===== src/rtl/hid_zx_matrix_scan_if.sv =====
// Bus between the MCU HID receiver side and the ZX keyboard scanner:
// report/status in, ZX half-row data and scanner status out.
interface hid_zx_matrix_scan_if #(
  parameter int NUM_KEYS = 6
);
  logic [7:0]            kb_status;
  logic [8*NUM_KEYS-1:0] kb_report;
  logic                  kb_report_upd;
  logic [7:0]            a;
  logic [5:0]            kb_do;
  logic                  busy;
  logic                  rollover_err;

  modport master (
    output kb_status, kb_report, kb_report_upd, a,
    input  kb_do, busy, rollover_err
  );

  modport slave (
    input  kb_status, kb_report, kb_report_upd, a,
    output kb_do, busy, rollover_err
  );
endinterface


===== src/rtl/hid_zx_matrix_scan.sv =====
// Sequential HID boot-report to ZX Spectrum 8x5 matrix translator.
// Optional key hold-stretching is enabled with `define ZX_KEY_HOLD_EN.
module hid_zx_matrix_scan #(
  parameter int NUM_KEYS    = 6,
  parameter int HOLD_CYCLES = 65536
) (
  input  logic                 clk,
  input  logic                 reset,
  hid_zx_matrix_scan_if.slave  bus
);
  localparam int IW = (NUM_KEYS > 1) ? $clog2(NUM_KEYS) : 1;

  // Matrix bit index is row*5+col; row r is selected by a[r] (A8..A15).
  localparam int K_CS  = 0;
  localparam int K_ENT = 30;
  localparam int K_SP  = 35;
  localparam int K_SS  = 36;
  localparam logic [5:0] LETTER_KEY [26] = '{
    6'd5,  6'd39, 6'd3,  6'd7,  6'd12, 6'd8,  6'd9,  6'd34, 6'd27,
    6'd33, 6'd32, 6'd31, 6'd37, 6'd38, 6'd26, 6'd25, 6'd10, 6'd13,
    6'd6,  6'd14, 6'd28, 6'd4,  6'd11, 6'd2,  6'd29, 6'd1};
  // Usages 0x1E..0x27 are digits 1..9 then 0.
  localparam logic [5:0] DIGIT_KEY [10] = '{
    6'd15, 6'd16, 6'd17, 6'd18, 6'd19, 6'd24, 6'd23, 6'd22, 6'd21, 6'd20};

  if (NUM_KEYS < 1 || NUM_KEYS > 14) begin : g_bad_num_keys
    $error("NUM_KEYS out of range");
  end
  if (HOLD_CYCLES < 1) begin : g_bad_hold
    $error("HOLD_CYCLES must be positive");
  end

  function automatic logic [39:0] translate(input logic [7:0] u);
    logic [39:0] m;
    m = '0;
    if (u >= 8'h04 && u <= 8'h1D) begin
      m[LETTER_KEY[5'(u - 8'h04)]] = 1'b1;
    end else if (u >= 8'h1E && u <= 8'h27) begin
      m[DIGIT_KEY[4'(u - 8'h1E)]] = 1'b1;
    end else begin
      case (u)
        8'h28: m[K_ENT] = 1'b1;
        8'h2C: m[K_SP]  = 1'b1;
        8'h2A: begin m[K_CS] = 1'b1; m[20] = 1'b1; end
        8'h29: begin m[K_CS] = 1'b1; m[K_SP] = 1'b1; end
        8'h50: begin m[K_CS] = 1'b1; m[19] = 1'b1; end
        8'h51: begin m[K_CS] = 1'b1; m[24] = 1'b1; end
        8'h52: begin m[K_CS] = 1'b1; m[23] = 1'b1; end
        8'h4F: begin m[K_CS] = 1'b1; m[22] = 1'b1; end
        default: m = '0;
      endcase
    end
    return m;
  endfunction

  typedef enum logic [1:0] {IDLE, SCAN, COMMIT} state_t;

  state_t                state_reg, state_next;
  logic [IW-1:0]         idx_reg, idx_next;
  logic [39:0]           shadow_reg, shadow_next;
  logic [39:0]           matrix_reg, matrix_next;
  logic [8*NUM_KEYS-1:0] snap_report_reg, snap_report_next;
  logic [1:0]            snap_mod_reg, snap_mod_next;   // {ctrl, shift}
  logic                  pending_reg, pending_next;
  logic                  err_reg, err_next;
  logic                  load;
  logic [7:0]            slot [2**IW];
  logic [7:0]            cur_slot;
  logic [39:0]           mod_keys;
  logic [39:0]           eff_matrix;
  logic [4:0]            col;

  genvar gi;
  generate
    for (gi = 0; gi < 2**IW; gi++) begin : g_slot
      if (gi < NUM_KEYS) begin : g_used
        assign slot[gi] = snap_report_reg[8*gi +: 8];
      end else begin : g_pad
        assign slot[gi] = 8'h00;
      end
    end
  endgenerate

  assign cur_slot = slot[idx_reg];

  always_comb begin
    mod_keys       = '0;
    mod_keys[K_CS] = snap_mod_reg[0];
    mod_keys[K_SS] = snap_mod_reg[1];
  end

  always_ff @(posedge clk or posedge reset) begin
    if (reset) begin
      state_reg       <= IDLE;
      idx_reg         <= '0;
      shadow_reg      <= '0;
      matrix_reg      <= '0;
      snap_report_reg <= '0;
      snap_mod_reg    <= '0;
      pending_reg     <= 1'b0;
      err_reg         <= 1'b0;
    end else begin
      state_reg       <= state_next;
      idx_reg         <= idx_next;
      shadow_reg      <= shadow_next;
      matrix_reg      <= matrix_next;
      snap_report_reg <= snap_report_next;
      snap_mod_reg    <= snap_mod_next;
      pending_reg     <= pending_next;
      err_reg         <= err_next;
    end
  end

  always_comb begin
    state_next       = state_reg;
    idx_next         = idx_reg;
    shadow_next      = shadow_reg;
    matrix_next      = matrix_reg;
    snap_report_next = snap_report_reg;
    snap_mod_next    = snap_mod_reg;
    pending_next     = pending_reg;
    err_next         = 1'b0;
    load             = 1'b0;
    case (state_reg)
      IDLE: load = bus.kb_report_upd;
      SCAN: begin
        pending_next = pending_reg | bus.kb_report_upd;
        if (cur_slot == 8'h01) begin
          err_next = 1'b1;
          if (pending_reg | bus.kb_report_upd) load = 1'b1;
          else                                 state_next = IDLE;
        end else begin
          shadow_next = shadow_reg | translate(cur_slot);
          if (idx_reg == IW'(NUM_KEYS - 1)) state_next = COMMIT;
          else                              idx_next = idx_reg + 1'b1;
        end
      end
      COMMIT: begin
        matrix_next = shadow_reg | mod_keys;
        if (pending_reg | bus.kb_report_upd) load = 1'b1;
        else                                 state_next = IDLE;
      end
      default: state_next = IDLE;
    endcase
    // Restart always samples the live inputs, not those seen at the strobe.
    if (load) begin
      snap_report_next = bus.kb_report;
      snap_mod_next    = {bus.kb_status[0] | bus.kb_status[4],
                          bus.kb_status[1] | bus.kb_status[5]};
      shadow_next      = '0;
      idx_next         = '0;
      pending_next     = 1'b0;
      state_next       = SCAN;
    end
  end

`ifdef ZX_KEY_HOLD_EN
  localparam int CW = (HOLD_CYCLES > 1) ? $clog2(HOLD_CYCLES) : 1;
  logic [CW-1:0] tick_cnt_reg;
  logic          tick;
  logic          commit;
  logic [39:0]   hold_reg;
  logic [39:0]   tick_seen_reg;

  assign tick   = (tick_cnt_reg == CW'(HOLD_CYCLES - 1));
  assign commit = (state_reg == COMMIT);

  always_ff @(posedge clk or posedge reset) begin
    if (reset)     tick_cnt_reg <= '0;
    else if (tick) tick_cnt_reg <= '0;
    else           tick_cnt_reg <= tick_cnt_reg + 1'b1;
  end

  // A fresh press arms the hold; it expires on the second tick that follows.
  generate
    for (gi = 0; gi < 40; gi++) begin : g_hold
      always_ff @(posedge clk or posedge reset) begin
        if (reset) begin
          hold_reg[gi]      <= 1'b0;
          tick_seen_reg[gi] <= 1'b0;
        end else if (commit && matrix_next[gi] && !matrix_reg[gi]) begin
          hold_reg[gi]      <= 1'b1;
          tick_seen_reg[gi] <= 1'b0;
        end else if (tick && hold_reg[gi]) begin
          if (tick_seen_reg[gi]) hold_reg[gi] <= 1'b0;
          tick_seen_reg[gi] <= 1'b1;
        end
      end
    end
  endgenerate

  assign eff_matrix = matrix_reg | hold_reg;
`else
  assign eff_matrix = matrix_reg;
`endif

  always_comb begin
    col = 5'h1F;
    for (int r = 0; r < 8; r++) begin
      for (int c = 0; c < 5; c++) begin
        if (!bus.a[r] && eff_matrix[r*5+c]) col[c] = 1'b0;
      end
    end
  end

  assign bus.kb_do        = {1'b1, col};
  assign bus.busy         = (state_reg != IDLE);
  assign bus.rollover_err = err_reg;
endmodule


===== src/flat_wrapper.sv =====
// flat-port wrapper written by rule: the top's interface ports become plain ports
module hid_zx_matrix_scan_flat 
#(
  parameter int NUM_KEYS    = 6,
  parameter int HOLD_CYCLES = 65536
)
  (clk, reset, bus_kb_status, bus_kb_report, bus_kb_report_upd, bus_a, bus_kb_do, bus_busy, bus_rollover_err);
  hid_zx_matrix_scan_if #(.NUM_KEYS(NUM_KEYS)) bus_i ();
  input  logic clk;
  input  logic reset;
  input wire logic [$bits(bus_i.kb_status)-1:0] bus_kb_status;
  input wire logic [$bits(bus_i.kb_report)-1:0] bus_kb_report;
  input wire logic [$bits(bus_i.kb_report_upd)-1:0] bus_kb_report_upd;
  input wire logic [$bits(bus_i.a)-1:0] bus_a;
  output wire logic [$bits(bus_i.kb_do)-1:0] bus_kb_do;
  output wire logic [$bits(bus_i.busy)-1:0] bus_busy;
  output wire logic [$bits(bus_i.rollover_err)-1:0] bus_rollover_err;
  assign bus_i.kb_status = bus_kb_status;
  assign bus_i.kb_report = bus_kb_report;
  assign bus_i.kb_report_upd = bus_kb_report_upd;
  assign bus_i.a = bus_a;
  assign bus_kb_do = bus_i.kb_do;
  assign bus_busy = bus_i.busy;
  assign bus_rollover_err = bus_i.rollover_err;
  hid_zx_matrix_scan #(.NUM_KEYS(NUM_KEYS), .HOLD_CYCLES(HOLD_CYCLES)) u_core (.clk(clk), .reset(reset), .bus(bus_i));
endmodule

===== config.mk =====
export PLATFORM = sky130hd
export DESIGN_NAME = hid_zx_matrix_scan_flat
export DESIGN_NICKNAME = d
export VERILOG_FILES = /design/src/rtl/hid_zx_matrix_scan_if.sv /design/src/rtl/hid_zx_matrix_scan.sv /design/src/flat_wrapper.sv
export SDC_FILE = /design/constraint.sdc
export NUM_CORES = 1
export LEC_CHECK = 0
export BUFFER_PORTS_ARGS = -buffer_cell sky130_fd_sc_hd__buf_2
export CAP_MARGIN = 40
export CORE_ASPECT_RATIO = 0.75
export CORE_UTILIZATION = 60
export CTS_CLUSTER_SIZE = 25
export DETAILED_ROUTE_END_ITERATION = 16
export PLACE_DENSITY_LB_ADDON = 0.12
export SLEW_MARGIN = 20
export SYNTH_ARGS = -nofsm -noshare
export SYNTH_HDL_FRONTEND = slang
export SYNTH_SLANG_ARGS = --single-unit

===== constraint.sdc =====
create_clock -name clk -period 4.88 [get_ports clk]
set_clock_uncertainty 0.15 [all_clocks]
set_input_delay 0.488 -clock clk [delete_from_list [all_inputs] [get_ports clk]]
set_output_delay 0.488 -clock clk [all_outputs]
set_load 0.01 [all_outputs]

## Word level (Yosys, flattened, before mapping)

Memory sizes are Yosys's and may differ from the RTL's.
Index checks and enable logic that the tools add are counted.

| storage, ports and cells | value |
|---|---|
| memories kept | 2 |
| input bits | 67 |
| ROM bits | 288 |
| bits in registers | 137 |
| output and inout port bits | 8 |
| logic and storage cells | 190 |

Memories:

| memory | depth | bits a word | rd ports | clocked after Yosys merged registers in | write ports | RTL line | text |
|---|---|---|---|---|---|---|---|
| (no name shown) | 32 | 6 | 1 | 0 | 0 | hid_zx_matrix_scan.sv:37 | `m[LETTER_KEY[5'(u - 8'h04)]] = 1'b1;` |
| (no name shown) | 16 | 6 | 1 | 0 | 0 | hid_zx_matrix_scan.sv:39 | `m[DIGIT_KEY[4'(u - 8'h1E)]] = 1'b1;` |

| cells by class | value |
|---|---|
| muxes and demuxes | 82 |
| add/sub/neg operators | 3 |
| bitwise operators | 8 |
| equality and inequality tests | 16 |
| magnitude comparators | 11 |
| reduce and logical (&&, ||, !) cells | 60 |

Operators by type and width:

| operator | number |
|---|---|
| 40-bit 2-to-1 mux | 7 |
| 1-bit 2-to-1 mux | 56 |
| 1-bit logical AND | 44 |
| 40-bit by 37-bit bitwise OR with 40-bit output | 1 |
| 40-bit bitwise OR | 1 |
| 8-bit by 6-bit == test with 1-bit output (second input constant) | 4 |
| 8-bit by 7-bit == test with 1-bit output (second input constant) | 4 |
| 8-bit binary-select mux with 3-bit select | 1 |
| 6-bit 2-to-1 mux | 4 |
| 8-bit 2-to-1 mux | 2 |
| 6-bit by 7-bit less-than comparator with 1-bit output (second input constant) | 2 |
| 1-bit demux with 6-bit select | 2 |
| 6-bit by 1-bit greater-or-equal comparator with 1-bit output (second input constant) | 2 |
| 3-bit 2-to-1 mux | 4 |
| 8-bit by 1-bit == test with 1-bit output (second input constant) | 1 |
| 8-bit by 3-bit greater-or-equal comparator with 1-bit output (second input constant) | 1 |
| 8-bit by 5-bit greater-or-equal comparator with 1-bit output (second input constant) | 1 |
| 8-bit by 5-bit <= comparator with 1-bit output (second input constant) | 1 |
| 8-bit by 6-bit <= comparator with 1-bit output (second input constant) | 1 |
| 1-bit zero test | 8 |
| 2-bit 2-to-1 mux | 4 |
| 6-bit greater-or-equal comparator (second input constant) | 1 |
| 2-bit by 1-bit inequality test with 1-bit output (second input constant) | 3 |
| 5-bit inverter with 6-bit output | 1 |
| other kinds (20) | 24 |

## Logic depth before layout (Yosys ltp)

| depth | value |
|---|---|
| word-level depth | 21 |
| mapped depth | 16 |
| gate-level depth less buffers | 12 |

## Least setup slack after synthesis

Ideal clock, no wire load.

| timing | value |
|---|---|
| path kind | register to register |
| start | register u_core.idx_reg[0] |
| end | register u_core.shadow_reg[34] |
| buffers on the path | 4 |
| setup time | 122 ps |
| period minus slack after synthesis | 3445 ps |
| slack | 1435 ps |
| cell stages (with the launch flop) | 15 |
| data arrival time | 3174 ps |
| data required time | 4608 ps |
| path through | dfrtp_1 -> buf_4 -> mux4_2 -> a22oi_4 -> buf_4 -> ha_1 -> nor3b_1 -> a32oi_1 -> o211a_1 -> buf_4 -> a32oi_1 -> o31a_1 -> buf_2 -> nor4b_4 -> a32o_1 |

| on the way | value |
|---|---|
| word-level cells in the longest chain between the ends | 21 |
| elaborated cells on any way between the ends | 44 |
| classes of those cells | add/sub (2); order compare (8); eq/ne (2); mux (20); bitwise (4); reduce/logical (6); memory (2) |

Ends and longest elaborated chain:

| what | RTL line | text |
|---|---|---|
| from (decl) | hid_zx_matrix_scan.sv:59 | `logic [IW-1:0] idx_reg, idx_next;` |
| from (signal assigned) | hid_zx_matrix_scan.sv:104 | `idx_reg <= idx_next;` |
| 3-bit inverter with 4-bit output (not written as such) (*) | hid_zx_matrix_scan.sv:84 | `assign cur_slot = slot[idx_reg];` |
| 8-bit binary-select mux with 3-bit select (*) | hid_zx_matrix_scan.sv:84 |  |
| 8-bit 2-to-1 mux (not written as such) (*) (2 in series) | hid_zx_matrix_scan.sv:84 |  |
| 4-bit subtractor | hid_zx_matrix_scan.sv:39 |  |
| 4-bit inverter with 5-bit output (not written as such) | hid_zx_matrix_scan.sv:39 |  |
| memory read 16 x 6 bit | n/a |  |
| 6-bit 2-to-1 mux (not written as such) (2 in series) | hid_zx_matrix_scan.sv:39 |  |
| 6-bit by 7-bit less-than comparator with 1-bit output (not written as such) or 6-bit by 1-bit greater-or-equal comparator with 1-bit output (tied branches) | hid_zx_matrix_scan.sv:39 |  |
| [... 3 more ...] | n/a |  |
| 40-bit 2-to-1 mux | hid_zx_matrix_scan.sv:38 | `end else if (u >= 8'h1E && u <= 8'h27) begin` |
| 40-bit 2-to-1 mux | hid_zx_matrix_scan.sv:36 | `if (u >= 8'h04 && u <= 8'h1D) begin` |
| 40-bit 2-to-1 mux | hid_zx_matrix_scan.sv:128 | `if (cur_slot == 8'h01) begin` |
| 40-bit 2-to-1 mux | hid_zx_matrix_scan.sv:124 | `case (state_reg)` |
| 40-bit bitwise OR | hid_zx_matrix_scan.sv:133 | `shadow_next = shadow_reg \| translate(cur_slot);` |
| 40-bit 2-to-1 mux | hid_zx_matrix_scan.sv:128 |  |
| 40-bit 2-to-1 mux | hid_zx_matrix_scan.sv:124 |  |
| 40-bit 2-to-1 mux | hid_zx_matrix_scan.sv:146 | `if (load) begin` |
| to (signal assigned) | hid_zx_matrix_scan.sv:105 | `shadow_reg <= shadow_next;` |
| to (decl) | hid_zx_matrix_scan.sv:60 | `logic [39:0] shadow_reg, shadow_next;` |

Mark *: on every way between the ends. The rest lies on a longest branch, timed or not. The select of a mux whose other input is x is not followed.
A chain may end at the register's enable or synchronous reset.

## Worst setup path after layout

| timing | value |
|---|---|
| start | register u_core.idx_reg[0] |
| end | register u_core.shadow_reg[13] |

Same word-level chain as after synthesis.

==> metrics.json <==
{
  "status": "completed",
  "insertion_delay_ns": 0.42,
  "first_pass_iters": 8,
  "dieArea_um2": 12900,
  "slowest_delay_ns": 0.89,
  "timing.hold.worst.class": "primary input to flop",
  "port_buffers": 69,
  "finalCoreUtilization": 0.722,
  "worst_path_most_repeated_cell": "sky130_fd_sc_hd__a32oi_1",
  "regToRegStartpoint": "u_core.idx_reg[0]$_DFFE_PP0P_",
  "fin_crit_period_ns": 4.54,
  "rsz0062_at_grt": "false",
  "critical_path_buf_inv_count": 0,
  "path_delay_family": "compound AO/OA/AOI/OAI gates",
  "summed_negative_setup_slack_over_all_endpoints_ns": 0,
  "hpwl_mm": 14.7,
  "finalMaxSlewViolations": 0,
  "worstPathRequired_ns": 5.05,
  "timing.critical_path.to_type": "flop",
  "yosysUniqueCellTypes": 78,
  "maximum_number_of_pins_on_one_net_before_global_route_repair": 85,
  "crit_chain": "mux2_2, a222oi_1, ha_1, nor3b_1, a32oi_1, o211a_1, a32oi_1, o31a_1, nand4_1, o211ai_1",
  "syn_inst": 842,
  "worst_margin_slew_ns": 0.865,
  "nFillCells": 878,
  "detail_route.wirelength_mm": 20.8,
  "clock_pin_slew_of_the_registers_on_the_worst_case_setup_and_hold_paths_ns": 0.06,
  "netlist_area_um2": 7460,
  "routed-via-count": 6753,
  "fmax_mhz": 220,
  "slew_headroom": 0.419,
  "area.sequential_um2": 3430,
  "setup.worst_path.start_class": "flop",
  "placement_stage_worst_setup_slack_ns": 0.536,
  "wl_per_cell_um": 19.3,
  "grt_antenna_before_repair": 1,
  "floorplan.die.height_um": 98.6,
  "multiInputGateArea_um2": 3600,
  "drt_drc": 0,
  "clk_path_buf_depth": 2,
  "post_cts_resized": 0,
  "slowest_stage": "sky130_fd_sc_hd__dfrtp_1",
  "cap_violations": 0,
  "synth_seq_area_share": 0.459,
  "hp-start": "bus_kb_report[2]",
  "ios": 75,
  "synth_nets": 930,
  "overflow": 0,
  "finish.net_count": 993,
  "worstPathMaxFanout": 21,
  "report.final.hold_viol_count": 0,
  "setup_ws_ns": 0.336,
  "synth.ff_latch_count": 137,
  "die_width_um": 131,
  "dominantRegCellSynth": "sky130_fd_sc_hd__dfrtp_1",
  "vias_per_cell": 6.27,
  "gp_weighted_congestion": 0.935,
  "tritoncts": "built",
  "final_min_period_over_clock_period": 0.931,
  "initial_core_util": 0.629,
  "average_cell_area_after_synthesis_um2": 8.86,
  "cts.root.buffer_cell": "sky130_fd_sc_hd__clkbuf_16",
  "largest_register_ffs": 48,
  "core_area_um2": 11900,
  "clkSinkCount": 137,
  "synth_enable_flop_cells": 0,
  "detail_route.iter0.violations": 754,
  "grt_pass1_vias": 6574,
  "drive_above_1_share": 0.177,
  "cp_data_arrival_time_ns": 4.72,
  "diodes": 0,
  "clock_tree.htree_level_count": 4,
  "critPathKind": "flop to flop",
  "area_grow_syn2layout_pct": 14.8,
  "ant_nets": 0,
  "async_flop_share": 1.00,
  "finalSetupViolCount": 0,
  "first_pass_grt_wire_length_mm": 33.8,
  "cts_made_buffers": 17,
  "yosys_warns": 0,
  "grt.total_usage": 0.345,
  "rows": 34,
  "timing.critical_path.from": "u_core.idx_reg[0]$_DFFE_PP0P_"
}
==> per-layer routing <==
| layer | share of wire | global-route usage | vias up |
|---|---|---|---|
| li1 | - | - | 3094 |
| met1 | 0.45 | 0.522 | 3266 |
| met2 | 0.43 | 0.489 | 369 |
| met3 | 0.11 | 0.0950 | 24 |
| met4 | 0.0086 | 0.0796 | 0 |
| met5 | 0 | 0 | - |
==> final cells by class <==
type,count,area share
multi-input combinational,599,0.420
sequential,137,0.400
timing repair buffer,91,0.0628
clock buffer,19,0.0529
inverter,59,0.0262
tap,162,0.0237
clock inverter,10,0.0140
==> logic make-up after synthesis <==
kind of cell,synth area share
buf+inv,0.0607
mux,0.0439
compound gates,0.194
fa+ha+maj,0.0352
xor+xnor,0.00352
flops,0.459
other cells,0.000502
simple gates,0.203
==> cell usage after synthesis, types with 4 or more instances <==
cell type | n | share of area
sky130_fd_sc_hd__a21oi_1 | 21 | 0.014
sky130_fd_sc_hd__a22o_1 | 5 | 0.0059
sky130_fd_sc_hd__a31oi_1 | 7 | 0.0059
sky130_fd_sc_hd__a32o_1 | 5 | 0.0067
sky130_fd_sc_hd__a32oi_1 | 11 | 0.013
sky130_fd_sc_hd__a41oi_1 | 7 | 0.0082
sky130_fd_sc_hd__and3_1 | 4 | 0.0034
sky130_fd_sc_hd__buf_2 | 11 | 0.0074
sky130_fd_sc_hd__buf_4 | 7 | 0.0070
sky130_fd_sc_hd__clkbuf_1 | 26 | 0.013
sky130_fd_sc_hd__dfrtp_1 | 137 | 0.46
sky130_fd_sc_hd__ha_1 | 21 | 0.035
sky130_fd_sc_hd__inv_1 | 58 | 0.029
sky130_fd_sc_hd__mux2_2 | 15 | 0.023
sky130_fd_sc_hd__mux2i_1 | 8 | 0.011
sky130_fd_sc_hd__nand2_1 | 224 | 0.11
sky130_fd_sc_hd__nand3_1 | 18 | 0.012
sky130_fd_sc_hd__nand4_1 | 23 | 0.019
sky130_fd_sc_hd__nor2_1 | 31 | 0.016
sky130_fd_sc_hd__nor3_1 | 10 | 0.0067
sky130_fd_sc_hd__nor4_1 | 6 | 0.0050
sky130_fd_sc_hd__o211ai_1 | 11 | 0.011
sky130_fd_sc_hd__o21ai_0 | 71 | 0.048
sky130_fd_sc_hd__o22ai_1 | 22 | 0.018
==> worst paths after layout <==
path / to / slack [ns] / depth (start not counted)
max: u_core.shadow_reg[13]$_DFFE_PP0P_ / 0.34 / 10
min: u_core.snap_report_reg[2]$_DFFE_PP0P_ / 0.10 / 3
max reg2reg: u_core.shadow_reg[13]$_DFFE_PP0P_ / 0.34 / 10
min reg2reg: u_core.snap_mod_reg[0]$_DFFE_PP0P_ / 0.32 / 2
max in group asynchronous: u_core.snap_report_reg[25]$_DFFE_PP0P_ / 3.26 / 4
min in group asynchronous: u_core.eff_matrix[0]$_DFFE_PP0N_ / 0.39 / 3
==> repair_timing <==
item,CTS,global route
endpoints found under the setup margin,0,0
setup buffers,0,0
endpoints found under the hold margin,16,0
hold buffers,1,0
==> cell usage in the layout, fill, tap and decap left out, types with 5 or more instances in the layout <==
master,count
sky130_fd_sc_hd__a21oi_1,21
sky130_fd_sc_hd__a22o_1,5
sky130_fd_sc_hd__a31oi_1,7
sky130_fd_sc_hd__a32o_1,5
sky130_fd_sc_hd__a32oi_1,11
sky130_fd_sc_hd__a41oi_1,7
sky130_fd_sc_hd__buf_2,69
sky130_fd_sc_hd__buf_4,19
sky130_fd_sc_hd__clkbuf_16,17
sky130_fd_sc_hd__clkinvlp_4,5
sky130_fd_sc_hd__dfrtp_1,137
sky130_fd_sc_hd__ha_1,20
sky130_fd_sc_hd__inv_1,57
sky130_fd_sc_hd__mux2_2,15
sky130_fd_sc_hd__mux2i_1,8
sky130_fd_sc_hd__nand2_1,224
sky130_fd_sc_hd__nand3_1,18
sky130_fd_sc_hd__nand4_1,23
sky130_fd_sc_hd__nor2_1,31
sky130_fd_sc_hd__nor3_1,10
sky130_fd_sc_hd__nor4_1,6
sky130_fd_sc_hd__o211ai_1,11
sky130_fd_sc_hd__o21ai_0,71
sky130_fd_sc_hd__o22ai_1,22
==> worst min-delay path: stages <==
cell	delay, ns
sky130_fd_sc_hd__buf_2	0.07
sky130_fd_sc_hd__nand2_1	0.04
sky130_fd_sc_hd__nand2_1	0.05
==> through the flow <==
stage | area, um2 | cells | hold slack [ns]
6_report | 8560 | 1077 | 0.105
5_1_grt | 8560 | 1077 | 0.101
4_1_cts | 8540 | 1076 | 0.103
3_5_place_dp | 7960 | 1046 | 0.281
3_3_place_gp | 7960 | 1046 | 0.273
2_1_floorplan | 7460 | 842 | 0.283
Power is not shown: default switching activity piles up to over one toggle a cycle in this logic, so the estimate is an artifact.
